[src/rtl/pc_seq_pkg.sv]
// Shared types and constants for the branch/PC sequencer.
// Sequencer states, and the increments used for the sequential PC and the link address.
package pc_seq_pkg;

  typedef enum logic [1:0] {
    BOOT  = 2'd0,
    RUN   = 2'd1,
    DSLOT = 2'd2
  } seq_state_t;

  localparam int unsigned PC_INC   = 4;
  localparam int unsigned LINK_INC = 8;

endpackage

[src/rtl/pc_incrementer.sv]
// Adds a fixed constant to a PC value. The sum wraps modulo 2^W.
module pc_incrementer #(
  parameter int unsigned W   = 32,
  parameter int unsigned INC = 4
) (
  input  logic [W-1:0] operand_i,
  output logic [W-1:0] result_o
);

  assign result_o = operand_i + W'(INC);

endmodule

[src/rtl/branch_pc_sequencer.sv]
// Sequences pc/npc for fetch, with a single MIPS branch delay slot after each accepted redirect.
// Also produces the link address, and one-cycle pulses for a dropped redirect or a misaligned target.
module branch_pc_sequencer
  import pc_seq_pkg::*;
#(
  parameter int unsigned    PC_W     = 32,
  parameter logic [PC_W-1:0] RESET_PC = '0
) (
  input  logic            clk,
  input  logic            reset_n,
  input  logic            load_enable,
  input  logic            take_branch,
  input  logic [PC_W-1:0] branch_target,
  input  logic            jump,
  input  logic [PC_W-1:0] jump_target,
  output logic [PC_W-1:0] pc,
  output logic [PC_W-1:0] npc,
  output logic            fetch_valid,
  output logic            in_delay_slot,
  output logic [PC_W-1:0] link_addr,
  output logic            ds_violation,
  output logic            misalign
);

  localparam logic [PC_W-1:0] RESET_NPC = RESET_PC + PC_W'(PC_INC);

  seq_state_t      state_q, state_d;
  logic [PC_W-1:0] pc_q, pc_d;
  logic [PC_W-1:0] npc_q, npc_d;
  logic            ids_q, ids_d;
  logic            dsv_q, dsv_d;
  logic            mis_q, mis_d;

  logic            redirect;
  logic [PC_W-1:0] target;
  logic [PC_W-1:0] npc_seq;

  pc_incrementer #(
    .W   (PC_W),
    .INC (PC_INC)
  ) u_npc_inc (
    .operand_i (npc_q),
    .result_o  (npc_seq)
  );

  pc_incrementer #(
    .W   (PC_W),
    .INC (LINK_INC)
  ) u_link_inc (
    .operand_i (pc_q),
    .result_o  (link_addr)
  );

  // A jump outranks a conditional branch that is taken in the same cycle.
  assign redirect = jump | take_branch;
  assign target   = jump ? jump_target : branch_target;

  always_comb begin
    state_d = state_q;
    pc_d    = pc_q;
    npc_d   = npc_q;
    ids_d   = ids_q;
    dsv_d   = 1'b0;
    mis_d   = 1'b0;
    if (load_enable) begin
      unique case (state_q)
        BOOT: begin
          state_d = RUN;
        end
        RUN: begin
          pc_d = npc_q;
          if (redirect) begin
            npc_d   = {target[PC_W-1:2], 2'b00};
            mis_d   = |target[1:0];
            ids_d   = 1'b1;
            state_d = DSLOT;
          end else begin
            npc_d = npc_seq;
          end
        end
        DSLOT: begin
          // The delay-slot instruction cannot redirect; the request is dropped and flagged.
          pc_d    = npc_q;
          npc_d   = npc_seq;
          ids_d   = 1'b0;
          dsv_d   = redirect;
          state_d = RUN;
        end
        default: begin
          state_d = BOOT;
        end
      endcase
    end
  end

  always_ff @(posedge clk) begin
    if (!reset_n) begin
      state_q <= BOOT;
      pc_q    <= RESET_PC;
      npc_q   <= RESET_NPC;
      ids_q   <= 1'b0;
      dsv_q   <= 1'b0;
      mis_q   <= 1'b0;
    end else begin
      state_q <= state_d;
      pc_q    <= pc_d;
      npc_q   <= npc_d;
      ids_q   <= ids_d;
      dsv_q   <= dsv_d;
      mis_q   <= mis_d;
    end
  end

  assign pc            = pc_q;
  assign npc           = npc_q;
  assign fetch_valid   = (state_q != BOOT);
  assign in_delay_slot = ids_q;
  assign ds_violation  = dsv_q;
  assign misalign      = mis_q;

endmodule

[config.mk]
export PLATFORM = sky130hd
export DESIGN_NAME = branch_pc_sequencer
export DESIGN_NICKNAME = d
export VERILOG_FILES = /design/src/rtl/pc_seq_pkg.sv /design/src/rtl/pc_incrementer.sv /design/src/rtl/branch_pc_sequencer.sv
export SDC_FILE = /design/constraint.sdc
export NUM_CORES = 1
export LEC_CHECK = 0
export CORE_ASPECT_RATIO = 2
export CORE_UTILIZATION = 30
export CTS_CLUSTER_DIAMETER = 150
export DETAILED_ROUTE_END_ITERATION = 12
export SYNTH_ARGS = -nofsm -noshare
export SYNTH_HDL_FRONTEND = slang
export SYNTH_SLANG_ARGS = --single-unit
[constraint.sdc]
create_clock -name clk -period 5.8 [get_ports clk]
set_input_delay 1.16 -clock clk [delete_from_list [all_inputs] [get_ports clk]]
set_output_delay 1.16 -clock clk [all_outputs]
set_load 0.02 [all_outputs]
==> results.cfg <==
[critical_path]
max_stage_delay_ps = 620
critPathCaptureType = primary output
cp-startpoint = pc[5]
path_common_cell = nand4_1
cp-start-kind = register
crit_path_cell_trace = and4_1 > nand4_1 > nor2_1 > nand4_1 > xnor2_1 > clkdlybuf4s50_1
worstSetupPathType = register to primary output
critPathSlowestCell = clkdlybuf4s50_1
crit_fanout = 7
cp_data_required_time_ps = 4640
crit_arrival_ps = 2930
r2r_start = npc[9]

[drt]
drt_iter0_markers = 292
drt-pass1-iter-count = 8
remaining_drc_errors = 16
final_antenna_net_count = 0
viasPerCell = 5.28
wl_per_cell_um = 16.1
finalWirelength_mm = 13.5
vias = 4429

[sta]
layout_worst_path_cycle_share = 0.706
hold_viol = 0
clock_skew_ps = 6.57
tns_ps = 0
relSlewSlack = 0.343
fmax_ghz = 0.244
period_minus_slack_ps = 4090
setup_viol = 0
tightest_slew_ps = 986
drv_slew = 0
rsz0062_at_grt = no

[global_route]
grt_pass1_wl_mm = 21.9
grt_pass1_vias = 4266
track_usage = 0.196
grt_start_max_net_pins = 57
grt_overflow = 0
antenna_found_initial = 0

[die]
core_area_mm2 = 0.0131
die_w_um = 83.9
initial_utilization = 0.308
std_cell_rows = 59
io_pins = 169
die_area_mm2 = 0.0139
die_h_um = 166

[clock_tree]
holdBufCountCts = 0
h-tree-depth = 3
path_clk_slew_ps = 50
cts_tree = done
cts_buffer_depth = 2
cts-root-buf = clkbuf_16
cts_buffers = 9
clock_latency_ps = 330
cts_resized = 0
clock-sinks = 65
postCtsSetupBuffers = 0

[cells_and_area]
post-route-util = 0.458
layout_common_cells = clkdlybuf4s50_1 (161), nand2_1 (103), dfxtp_1 (65)
drive_gt1_frac = 0.0466
area_growth_pct = 48.5
nFillCells = 1325
insertedDiodeCount = 0
final_common_cell = clkdlybuf4s50_1
fin_nets = 757
fin_cells = 839

[yosys]
yosys_register_bits = 65
yosys.cell_types.count = 49
synth_top_area_cell = dfxtp_1
syn_area_mm2 = 0.00403
synthesis.instances = 545
synthArstFlopShare = 0
syn_avg_cell_area_um2 = 7.39
ys_top_cells_by_area = dfxtp_1 (32%), nand2_1 (9.7%), mux2i_1 (8.2%)
synth_edf_count = 0
yosys.area.top_type_share = 0.323
ys_seq_area_frac = 0.323
synth-main-ff-cell = dfxtp_1
yosysWarnings = 0

[place]
gp_congestion = 0.809
port_buffers = 162
hpwl_mm = 10.3
dp_cells = 824

[run]
drv_cap = 0

[power]
p_per_area_mw_per_mm2 = 210
leakagePower_uw = 0.00205
ir_drop_mv = 0.134

[status]
violations = DRC
status = complete, but fails checks

[worst_hold_path]
min_path_type = register to register
min_from = pc[2]
## report_power, final
part / internal, µW / switching (µW) / total [µW]
Sequential: 466 / 31.2 / 497
Clock: 321 / 188 / 508
Combinational: 119 / 130 / 248
## cell type report
cell class	count	area (µm²)	share of cell area
Clock buffer	13	270	0.0452
Multi-Input combinational cell	433	2530	0.423
Tap cell	152	190	0.0318
Clock inverter	2	12.5	0.00209
Inverter	8	30.0	0.00502
Timing Repair Buffer	166	1650	0.275
Sequential cell	65	1300	0.218
## registers in the layout, summed over array words and instances (netlist names)
signal         flops
ds_violation       1
in_delay_slot      1
misalign           1
npc               30
pc                30
state_q            2
## cells in the mapped netlist, types with 3 or more instances
library cell	number
inv_1	8
and3_1	7
buf_1	6
a21oi_1	52
mux2i_1	33
buf_4	7
a31oi_1	9
dfxtp_1	65
or2_2	3
nand2_1	104
mux2_2	3
a22oi_1	4
or3_1	3
a211oi_1	3
nor4_1	14
nor3_1	22
xor2_1	8
o22ai_1	9
ha_1	5
and2_1	3
clkbuf_1	29
xnor2_1	20
nand4_1	9
a311oi_1	3
o31ai_1	3
and4_1	5
nand3_1	27
nor2_1	36
o21ai_0	21
## routing by layer
metal,track usage,up-vias,wire length (µm)
met4,0.0885,0,351
li1,-,2207,-
met5,0,-,0
met2,0.362,168,7320
met3,0.0293,19,683
met1,0.215,2035,5150
## stage by stage
stage / power, µW / area [µm²] / hold slack, ps / setup slack (ps)
2_1_floorplan: 635 / 4050 / 492 / 2750
3_3_place_gp: 751 / 5700 / 474 / 2150
3_5_place_dp: 756 / 5700 / 475 / 2050
4_1_cts: 1260 / 5980 / 482 / 1680
5_1_grt: 1300 / 5980 / 502 / 1540
6_report: 1250 / 5980 / 480 / 1710
## cell families after synthesis
kind of cell / share of synthesized area
buffers and inverters: 0.0556
xor gates and xnor gates: 0.0609
and+or+nand+nor: 0.281
AOI/OAI and AO/OA: 0.173
muxes: 0.0904
adders and majority gates: 0.0155
other: 0.000931
DFF: 0.323
## critical path, delay by kind of cell, from the launching register on
| family | cells | cell delay, ps |
|---|---|---|
| buffers and inverters | 1 | 620 |
| AND/OR/NAND/NOR | 4 | 1360 |
| flip-flops | 1 | 440 |
| XOR/XNOR | 1 | 180 |
## path summary, 6_finish.rpt
path | end | slack (ps) | cells past startpoint
worst max-delay path | link_addr[30] | 1710 | 6
worst min register to register | pc[2] | 480 | 2
worst max register to register | npc[27] | 3190 | 5
worst min-delay path | pc[2] | 480 | 2
Note: power is estimated with default switching activity, not from simulation.
